File: config.mk
export PLATFORM = sky130hd
export DESIGN_NAME = ioctl_load_ctrl
export DESIGN_NICKNAME = d
export VERILOG_FILES = /design/src/rtl/ioctl_load_ctrl.sv
export SDC_FILE = /design/constraint.sdc
export NUM_CORES = 1
export LEC_CHECK = 0
export BUFFER_PORTS_ARGS = -buffer_cell sky130_fd_sc_hd__clkbuf_2
export CAP_MARGIN = 15
export CORE_MARGIN = 2
export CORE_UTILIZATION = 35
export DETAILED_ROUTE_END_ITERATION = 6
export GPL_TIMING_DRIVEN = 0
export PLACE_DENSITY = 0.59
export SLEW_MARGIN = 20
export SYNTH_ARGS = -nofsm -noshare
export SYNTH_HDL_FRONTEND = slang
export SYNTH_SLANG_ARGS = --single-unit
File: constraint.sdc
create_clock -name clk_sys -period 4.6 [get_ports clk_sys]
set_clock_uncertainty 0.05 [all_clocks]
set_input_delay 0.46 -clock clk_sys [delete_from_list [all_inputs] [get_ports clk_sys]]
set_output_delay 0.46 -clock clk_sys [all_outputs]
set_load 0.01 [all_outputs]
File: src/rtl/ioctl_load_ctrl.sv
`default_nettype none
// ioctl_load_ctrl: steers the HPS ioctl download stream to the ROM write port,
// the variant register and the DIP bank, and sequences the game-core reset.
module ioctl_load_ctrl #(
    parameter int ROM_AW      = 16,
    parameter int HOLD_CYCLES = 32,
    parameter int ACK_TIMEOUT = 63
) (
    input  logic              clk_sys,
    input  logic              reset_n,
    input  logic              ioctl_download,
    input  logic [7:0]        ioctl_index,
    input  logic              ioctl_wr,
    input  logic [24:0]       ioctl_addr,
    input  logic [7:0]        ioctl_dout,
    output logic              ioctl_wait,
    input  logic              rst_req,
    output logic [ROM_AW-1:0] rom_addr,
    output logic [7:0]        rom_data,
    output logic              rom_wr,
    input  logic              rom_ack,
    output logic [7:0]        variant,
    output logic [7:0]        dip0,
    output logic [7:0]        dip1,
    output logic [7:0]        dip2,
    output logic              core_reset,
    output logic              rom_loaded,
    output logic              err_overrun,
    output logic              err_timeout
);

    localparam logic [0:0] ST_IDLE   = 1'b0;
    localparam logic [0:0] ST_ROM_WR = 1'b1;

    localparam logic [7:0] C_HOLD    = 8'(HOLD_CYCLES);
    localparam logic [7:0] C_TO_LAST = 8'(ACK_TIMEOUT - 1);

    logic [0:0]        r_state;
    logic [ROM_AW-1:0] r_rom_addr;
    logic [7:0]        r_rom_data;
    logic              r_rom_wr;
    logic [7:0]        r_to_cnt;
    logic              r_rom_loaded;
    logic              r_err_overrun;
    logic              r_err_timeout;
    logic              r_dl_q;
    logic [7:0]        r_hold_cnt;
    logic [7:0]        r_variant;
    logic [7:0]        r_dip0;
    logic [7:0]        r_dip1;
    logic [7:0]        r_dip2;

    logic w_idx_rom;
    logic w_in_range;
    logic w_rom_hit;
    logic w_rom_dl_start;
    logic w_rst_cond;
    logic w_strobe;

    assign w_idx_rom      = (ioctl_index == 8'd0);
    assign w_in_range     = ((ioctl_addr >> ROM_AW) == 25'd0);
    assign w_strobe       = ioctl_wr & ioctl_download;
    assign w_rom_hit      = w_strobe & w_idx_rom & w_in_range;
    assign w_rom_dl_start = ioctl_download & ~r_dl_q & w_idx_rom;
    assign w_rst_cond     = rst_req | (ioctl_download & w_idx_rom);

    always_ff @(posedge clk_sys or negedge reset_n) begin
        if (!reset_n) begin
            r_state       <= ST_IDLE;
            r_rom_addr    <= '0;
            r_rom_data    <= 8'd0;
            r_rom_wr      <= 1'b0;
            r_to_cnt      <= 8'd0;
            r_rom_loaded  <= 1'b0;
            r_err_overrun <= 1'b0;
            r_err_timeout <= 1'b0;
            r_dl_q        <= 1'b0;
        end else begin
            r_dl_q <= ioctl_download;
            // A commit in the same cycle as a new download start wins over the clear
            if (w_rom_dl_start) begin
                r_rom_loaded <= 1'b0;
            end
            case (r_state)
                ST_IDLE: begin
                    if (w_rom_hit) begin
                        r_rom_addr <= ioctl_addr[ROM_AW-1:0];
                        r_rom_data <= ioctl_dout;
                        r_rom_wr   <= 1'b1;
                        r_to_cnt   <= 8'd0;
                        r_state    <= ST_ROM_WR;
                    end
                end
                ST_ROM_WR: begin
                    if (w_rom_hit) begin
                        r_err_overrun <= 1'b1;
                    end
                    if (rom_ack) begin
                        r_rom_wr     <= 1'b0;
                        r_rom_loaded <= 1'b1;
                        r_state      <= ST_IDLE;
                    end else if (r_to_cnt == C_TO_LAST) begin
                        r_rom_wr      <= 1'b0;
                        r_err_timeout <= 1'b1;
                        r_state       <= ST_IDLE;
                    end else begin
                        r_to_cnt <= r_to_cnt + 8'd1;
                    end
                end
                default: begin
                    r_rom_wr <= 1'b0;
                    r_state  <= ST_IDLE;
                end
            endcase
        end
    end

    // Coming out of reset counts as a released reset request, so the stretch starts loaded
    always_ff @(posedge clk_sys or negedge reset_n) begin
        if (!reset_n) begin
            r_hold_cnt <= C_HOLD;
        end else if (w_rst_cond) begin
            r_hold_cnt <= C_HOLD;
        end else if (r_hold_cnt != 8'd0) begin
            r_hold_cnt <= r_hold_cnt - 8'd1;
        end
    end

    always_ff @(posedge clk_sys or negedge reset_n) begin
        if (!reset_n) begin
            r_variant <= 8'd0;
            r_dip0    <= 8'd0;
            r_dip1    <= 8'd0;
            r_dip2    <= 8'd0;
        end else if (w_strobe) begin
            if (ioctl_index == 8'd1) begin
                r_variant <= ioctl_dout;
            end
            if (ioctl_index == 8'd254) begin
                case (ioctl_addr)
                    25'd0:   r_dip0 <= ioctl_dout;
                    25'd1:   r_dip1 <= ioctl_dout;
                    25'd2:   r_dip2 <= ioctl_dout;
                    default: ;
                endcase
            end
        end
    end

    assign ioctl_wait  = r_rom_wr;
    assign rom_wr      = r_rom_wr;
    assign rom_addr    = r_rom_addr;
    assign rom_data    = r_rom_data;
    assign variant     = r_variant;
    assign dip0        = r_dip0;
    assign dip1        = r_dip1;
    assign dip2        = r_dip2;
    assign core_reset  = w_rst_cond | (r_hold_cnt != 8'd0);
    assign rom_loaded  = r_rom_loaded;
    assign err_overrun = r_err_overrun;
    assign err_timeout = r_err_timeout;

endmodule
`default_nettype wire
==> metrics.yaml, run 1 <==
run_status: "finished clean"
ant_nets: 0
layout.cells.non_filler: 520
clock-root-buffer: "clkbuf_8"
clk_latency_ns: 0.35
drive_gt1_share_pct: 50.1
wl_per_cell_um: 15.0
dpl-instance-area_um2: 4180
grt-ovfl-total: 0
io_buffers: 108
fin_ws_ns: 1.99
synth_flop_cell: "dfrtp_1"
drtIter0Drc: 76
dp_hpwl_mm: 5.69
syn_area_um2: 3440
worst_setup_path_end_kind: "output port"
async_reset_ff_share_pct: 100
multiInputGateArea_um2: 1420
syn_area_per_cell_um2: 13.1
n_antenna_cell: 0
synth_nets: 313
max_cap_violations: 0
grt_antenna_before_repair: 0
dp.cells: 504
ir_drop_mv: 0.152
cts_buffer_depth: 2
nets: 433
seqCellArea_um2: 1950
final_hold_viol_count: 0
core_um2: 9680
swShare_pct: 23.5
syn_to_final_growth_pct: 29.2
path_clk_slew_ns: 0.08
ys_warn_count: 0
tightest_slew_ns: 0.791
wl_mm: 7.80
rows: 36
crit_type: "primary input to output port"
fin_crit_sh_pct: 56.7
vias: 2520
cts_tree: "done"
netlist_instances: 262
rsz0062_at_grt: "false"
power.internal_mw: 1.22
power_density_nw_per_um2: 359
die_h_um: 103
p_leak_nw: 2.31
ios: 109
combPwrFrac_pct: 11.1
grt_max_degree: 53
seq_power_share_pct: 46.4
cts_setup_buffers: 0
synth_edf_count: 0
startpoint_type: "primary input"
cp_max_fo: 9
grt_pass1_wl_mm: 12.4
grt_usage_pct: 15.5
cts_hold_buf: 0
dieWidth_um: 103
slew-limit-headroom_pct: 46.8
synth_top_cell_area_share_pct: 55.9
yosysSeqAreaShare_pct: 56.7
power_switching_mw: 0.375
min_period_ns: 2.61
hold_path.class: "primary input to asynchronous set/reset pin"
final_cell_mix: "clkbuf_2, dfrtp_1, mux2_2, clkbuf_8"
gp_congestion: 0.815
mostFrequentLayoutCell: "clkbuf_2"
synth.distinct_cells: 47
crit_arrival_ns: 2.10
fin_tns_setup_ns: 0
drc_errors: 0
die-area_um2: 10700
max_freq_ghz: 0.384
synth_top_area_cell: "dfrtp_1"
finalMaxSlewViolations: 0
nFillCells: 934
required_ns: 4.09
place_worst_setup_slack_ns: 1.82
firstDrtPassIters: 4
cts_htree_levels: 3
postLayoutCellArea_um2: 4450
start_util_pct: 35.6
cts.sinks: 78
viasPerCell: 4.85
synth.area.top_cells: "dfrtp_1, mux2_2, ha_1, nand2b_1, nand4_1"
power_frac_clock_pct: 42.5
cts_buffers: 9
setup_viol: 0
cts.repair.resized: 0
cp-startpoint: "ioctl_index[4]"
r2r-start: "r_to_cnt[0]$_DFFE_PN0P_"
first_global_vias: 2516
ys_ff_latch: 78
==> per-stage QoR <==
step	total power [mW]	hold slack [ns]	utilization, %
final	1.60	0.0131	46.0
after global routing	1.68	0.0155	46.0
after CTS	1.62	0.00563	46.0
after detailed placement	0.932	0.391	43.2
after global placement	0.923	0.398	42.9
after floorplan	0.858	0.114	-
==> cells in the mapped netlist (all sizes together), types with 2 or more instances <==
library cell and count:
nor2b 3, o21ai 4, a211oi 3, and3 3, a21o 2, nand3b 2, nor3b 5, mux2 56
mux2i 2, dfrtp 77, nand2 7, nand3 4, nor2 7, and4 2, nand2b 8, nand4 7
or2 2, and2 2, o2bb2ai 5, nor3 4, buf 3, or4 2, clkbuf 4, xnor2 4
a31oi 3, o31ai 2, nor4 6, or3b 2, ha 4, inv 8, a21oi 7
==> sequential cells by signal, summed over array words and instances, names as in the netlist, 8 cells and up <==
signal and count:
dip0 8, dip1 8, dip2 8, r_hold_cnt 8
r_to_cnt 8, rom_addr 16, rom_data 8, variant 8
==> worst max-delay path: stages <==
cell and delay [ns]:
clkbuf_2 0.09, nor4_1 0.48, nand3_1 0.29, nand2b_1 0.14, clkbuf_1 0.33, or2_2 0.18, clkbuf_2 0.12
==> area by class of cell <==
type                            count  area share, %
Sequential cell                    78           43.9
Multi-Input combinational cell    169           31.8
Timing Repair Buffer              109           12.8
Tap cell                          133           3.74
Clock buffer                       10           3.09
Clock inverter                      6           2.98
Buffer                              7           1.01
Inverter                            8          0.675
==> final timing paths <==
kind / end / slack, ns / depth (start not counted)
worst max-delay path: core_reset / 1.99 / 7
worst min register to register: err_timeout$_DFFE_PN0P_ / 0.42 / 1
worst max register to register: ioctl_wait$_DFFE_PN0P_ / 2.66 / 6
max in group asynchronous: r_hold_cnt[5]$_DFFE_PN1P_ / 3.87 / 2
min in group clk_sys: r_dl_q$_DFF_PN0_ / 0.21 / 1
worst min-delay path: r_hold_cnt[0]$_DFFE_PN0P_ / 0.01 / 1
==> routing by layer <==
layer / track usage [%] / share of wire, % / up-vias
met5: 0 / 0 / -
met3: 6.18 / 7.8 / 13
met4: 6.28 / 1.7 / 0
li1: - / - / 1206
met1: 19.2 / 44 / 1222
met2: 24.2 / 47 / 79
==> power by group through the flow <==
| stage | Clock, mW | Combinational [mW] | Sequential [mW] |
|---|---|---|---|
| global placement | 0 | 0.170 | 0.753 |
| CTS | 0.699 | 0.178 | 0.741 |
| detailed placement | 0 | 0.178 | 0.754 |
| floorplan | 0 | 0.110 | 0.749 |
| global route | 0.728 | 0.204 | 0.746 |
| finish | 0.678 | 0.177 | 0.742 |
==> cells by family after synthesis <==
family / synth area share (%)
AO/OA/AOI/OAI: 6.61
XOR/XNOR: 1.27
adder cells (fa/ha/maj): 1.45
buffers and inverters: 2.18
flip-flops: 56.7
multiplexers: 18.9
AND/OR/NAND/NOR: 12.9
Power figures use the tool's default switching activity.
==> run 2, diff against run 1 <==
- clock period: 4.6 -> 2.7 ns (I/O delays scaled with it)
==> metrics.yaml, run 2 (synthesis gave the netlist of run 1 again) <==
max_cap_violations: 0  # unchanged
met2_wirelength_mm: 3.64  # about the same
power_density_nw_per_um2: 610  # +70%
wl_mm: 7.80  # about the same
grt_antenna_before_repair: 0  # unchanged
fin_tns_setup_ns: 0  # unchanged
path_clk_slew_ns: 0.08  # about the same
path_buf_inv: 2  # -1
worst_setup_path_end_kind: "output port"
dieWidth_um: 103  # unchanged
cp_max_fo: 4  # -5
drive_gt1_share_pct: 50.0  # -0.13 points
slowest_stage: "dfrtp_1"
clk_latency_ns: 0.35  # about the same
cts_tree: "done"
setup_viol: 0  # unchanged
n_antenna_cell: 0  # unchanged
top_layer: "met4"
gp_congestion: 0.815  # unchanged
p_leak_nw: 2.32  # +0.18%
crit_arrival_ns: 2.07  # -0.03 ns
run_status: "finished clean"
crit_family: "simple AND/OR/NAND/NOR gates"
fin_ws_ns: 0.311  # -1.68 ns
mostFrequentLayoutCell: "clkbuf_2"
die-area_um2: 10700  # unchanged
syn_to_final_growth_pct: 29.5
first_global_vias: 2516  # unchanged
core_um2: 9680  # unchanged
hold_ws_ns: 0.0245  # +0.0114 ns
drc_errors: 0  # unchanged
wl_met3_um: 604  # -0.98%
drtIter0Drc: 75  # -1.3%
slew-limit-headroom_pct: 46.8  # unchanged
met1Wirelength_mm: 3.42  # +0.29%
hold_path.class: "primary input to flip-flop"
dp_hpwl_mm: 5.69  # unchanged
crit_type: "flip-flop to output port"
largest_reg_flops: 16  # unchanged
cts_buffer_depth: 2  # unchanged
final_cell_mix: "clkbuf_2, dfrtp_1, mux2_2, clkbuf_8"
place_worst_setup_slack_ns: 0.113  # -1.71 ns
ios: 109  # unchanged
rsz0062_at_grt: "false"
grt_usage_pct: 15.5  # unchanged
postLayoutCellArea_um2: 4460  # +0.22%
nets: 434  # +0.23%
dpl-instance-area_um2: 4180  # unchanged
clock-root-buffer: "clkbuf_8"
cts_setup_buffers: 0  # unchanged
min_period_ns: 2.39
wl_per_cell_um: 15.0  # -0.10%
ir_drop_mv: 0.259  # +70%
tightest_slew_ns: 0.791  # unchanged
final_hold_viol_count: 0  # unchanged
grt-ovfl-total: 0  # unchanged
firstDrtPassIters: 4  # unchanged
viasPerCell: 4.84  # about the same
cts_buffers: 9  # unchanged
dp.cells: 504  # unchanged
cp_cell_sequence: "inv_1 > ha_1 > nor3b_1 > nand3b_1 > or2_2 > clkbuf_2"
post-route-util_pct: 46.1  # +0.10 points
grt_max_degree: 53  # unchanged
cts.repair.resized: 0  # unchanged
total_power_mw: 2.72  # +70%
die_h_um: 103  # unchanged
layout.cells.non_filler: 521  # +0.19%
cts_htree_levels: 3  # unchanged
startpoint_type: "flip-flop"
io_buffers: 108  # unchanged
cts.sinks: 78  # unchanged
fin_crit_sh_pct: 88.5
vias: 2524  # +0.16%
finalMaxSlewViolations: 0  # unchanged
max_freq_ghz: 0.419
rows: 36  # unchanged
required_ns: 2.38  # -1.71 ns
grt_pass1_wl_mm: 12.4  # unchanged
ant_nets: 0  # unchanged
start_util_pct: 35.6  # unchanged
critPathMaxStageDelay_ns: 0.42  # -0.06 ns
[run 2: changes by cell type in the layout (fill, tap and decap cells not counted), sizes merged]
cell | before | now
dlygate4sd3 | 0 | 1
[run 2: layout make-up]
class / instances / area (µm²)
Buffer: 7 / 45.0
Tap cell: 133 / 166
Inverter: 8 / 30.0
Clock inverter: 6 / 133
Timing Repair Buffer: 110 / 581
Sequential cell: 78 / 1950
Fill cell: 933 / 5220
Clock buffer: 10 / 138
Multi-Input combinational cell: 169 / 1420
[run 2: repair_timing]
item / in CTS / in global routing
hold buffers: 1 / 0
setup endpoints to repair: 0 / 0
hold endpoints to repair: 26 / 0
[run 2: path summary, 6_finish.rpt]
kind / startpoint / to / slack [ns] / cells after the start
max in group asynchronous: reset_n / r_hold_cnt[5]$_DFFE_PN1P_ / 1.61 / 3
worst min register to register: err_timeout$_DFFE_PN0P_ / err_timeout$_DFFE_PN0P_ / 0.42 / 1
worst max register to register: r_to_cnt[0]$_DFFE_PN0P_ / ioctl_wait$_DFFE_PN0P_ / 0.76 / 6
min in group asynchronous: reset_n / r_hold_cnt[0]$_DFFE_PN0P_ / 0.37 / 2
worst min-delay path: ioctl_download / r_dl_q$_DFF_PN0_ / 0.02 / 1
worst max-delay path: r_hold_cnt[0]$_DFFE_PN0P_ / core_reset / 0.31 / 6
[run 2: where the power goes]
part,switching (mW),internal [mW]
registers,0.0483,1.22
clock network,0.425,0.731
logic,0.167,0.135
total,0.640,2.08
[run 2: worst reg2reg max path: cells and delay by family, from the launching register on]
family / cells / cell delay, ns
buffers and inverters: 1 / 0.10
AND/OR/NAND/NOR: 1 / 0.44
AO/OA/AOI/OAI: 3 / 0.63
adder cells (fa/ha/maj): 1 / 0.18
flip-flops: 1 / 0.44
[run 2: metal layers]
layer	track usage, %	up-vias
met2	24.2	79
met5	0	-
met4	6.28	0
met3	6.18	13
li1	-	1208
met1	19.2	1224
==> run 3, diff against run 2 <==
- GPL_TIMING_DRIVEN: 0 -> unset
==> metrics.yaml, run 3 (synthesis gave the netlist of run 1 again) <==
worst_setup_path_end_kind: "output port"
cts_hold_buf: 0  # -1
cts_buffers: 9  # unchanged
nFillCells: 930  # -0.32%
fin_ws_ns: 0.306  # -0.00545 ns
max_freq_ghz: 0.418  # -0.23%
drc_errors: 0  # unchanged
die-area_um2: 10700  # unchanged
rows: 36  # unchanged
total_power_mw: 2.61  # -4.3%
grt_antenna_before_repair: 0  # unchanged
grt_max_degree: 79  # +49%
die_h_um: 103  # unchanged
largest_reg_flops: 16  # unchanged
cts_buffer_depth: 2  # unchanged
hold_path.class: "primary input to flip-flop"
clock-root-buffer: "clkbuf_8"
min_period_ns: 2.39  # +0.00545 ns
drive_gt1_share_pct: 50.6  # +0.65 points
ant_nets: 0  # unchanged
path_clk_slew_ns: 0.08  # about the same
wl_per_cell_um: 15.1  # +0.98%
cts_setup_buffers: 0  # unchanged
final_cell_mix: "clkbuf_2, dfrtp_1, mux2_2, clkbuf_8"
viasPerCell: 4.95  # +2.1%
dieWidth_um: 103  # unchanged
cts_tree: "done"
final_hold_viol_count: 0  # unchanged
drtIter0Drc: 83  # +11%
clk_latency_ns: 0.35  # about the same
max_cap_violations: 0  # unchanged
core_um2: 9680  # unchanged
crit_arrival_ns: 2.07  # about the same
start_util_pct: 35.6  # unchanged
run_status: "finished clean"
cts.repair.resized: 0  # unchanged
syn_to_final_growth_pct: 28.7
cts_htree_levels: 3  # unchanged
fin_tns_setup_ns: 0  # unchanged
finalMaxSlewViolations: 0  # unchanged
cts.sinks: 78  # unchanged
nets: 433  # -0.23%
required_ns: 2.38  # about the same
firstDrtPassIters: 4  # unchanged
dp_hpwl_mm: 5.61  # -1.5%
startpoint_type: "flip-flop"
hold_path_depth: 1  # unchanged
gp_congestion: 0.814  # about the same
mostFrequentLayoutCell: "clkbuf_2"
crit_type: "flip-flop to output port"
first_global_vias: 2603  # +3.5%
p_leak_nw: 2.30  # -0.64%
vias: 2572  # +1.9%
ios: 109  # unchanged
grt-ovfl-total: 0  # unchanged
n_antenna_cell: 0  # unchanged
slew-limit-headroom_pct: 50.7  # +3.9 points
fin_crit_sh_pct: 88.7  # +0.20 points
place_worst_setup_slack_ns: 0.325  # +0.213 ns
grt_usage_pct: 15.7  # +0.27 points
tightest_slew_ns: 0.733  # -0.0574 ns
wl_mm: 7.86  # +0.78%
grt_pass1_wl_mm: 12.6  # +1.7%
setup_viol: 0  # unchanged
io_buffers: 108  # unchanged
rsz0062_at_grt: "false"
ir_drop_mv: 0.306  # +18%
cp_max_fo: 4  # unchanged
worstRegToRegCells: 6  # unchanged
power_density_nw_per_um2: 588  # -3.7%
==> run 3: path summary, 6_finish.rpt <==
kind	from	to	slack [ns]
setup / recovery	r_hold_cnt[0]$_DFFE_PN0P_	core_reset	0.31
hold / removal	ioctl_download	r_dl_q$_DFF_PN0_	0.03
setup reg to reg	r_to_cnt[0]$_DFFE_PN0P_	ioctl_wait$_DFFE_PN0P_	0.84
hold reg to reg	err_timeout$_DFFE_PN0P_	err_timeout$_DFFE_PN0P_	0.43
max in group asynchronous	reset_n	r_hold_cnt[5]$_DFFE_PN1P_	1.56
min in group asynchronous	reset_n	r_hold_cnt[0]$_DFFE_PN0P_	0.40
==> run 3: critical path: stages, from the launching register on <==
cell      delay (ns)
dfrtp_1         0.43
inv_1           0.10
ha_1            0.19
nor3b_1         0.32
nand3b_1        0.21
or2_2           0.34
clkbuf_2        0.13
==> run 3: layout make-up <==
type,instances,area (µm²),share of cell area (%)
clock buffers,10,128,2.88
clock inverters,6,110,2.48
flip-flops and latches,78,1950,44.0
inverters,8,30.0,0.677
repair buffers,116,631,14.2
multi-input cells,169,1420,31.9
well taps,133,166,3.75
==> run 3: power breakdown <==
| part | internal [mW] | leakage, nW | switching, mW | total [mW] |
|---|---|---|---|---|
| registers | 1.22 | 1.05 | 0.0471 | 1.26 |
| clock network | 0.612 | 0.112 | 0.429 | 1.04 |
| logic | 0.136 | 1.14 | 0.166 | 0.302 |
| total | 1.96 | 2.30 | 0.642 | 2.61 |
==> run 3: metrics by stage <==
| step | util, % | hold slack, ns | cells | cell area [µm²] |
|---|---|---|---|---|
| 4_1_cts | 45.5 | 0.00857 | 518 | 4400 |
| 3_3_place_gp | 43.0 | 0.396 | 502 | 4170 |
| 3_5_place_dp | 43.0 | 0.391 | 502 | 4170 |
| 6_report | 45.8 | 0.0250 | 520 | 4430 |
| 5_1_grt | 45.8 | 0.0211 | 520 | 4430 |
| 2_1_floorplan | - | -0.0756 | 262 | 3440 |
==> run 3: layer usage <==
layer | global-route usage (%) | routed length (µm)
met3 | 5.04 | 597
met5 | 0 | 0
met1 | 19.1 | 3300
met2 | 24.8 | 3710
met4 | 8.91 | 262
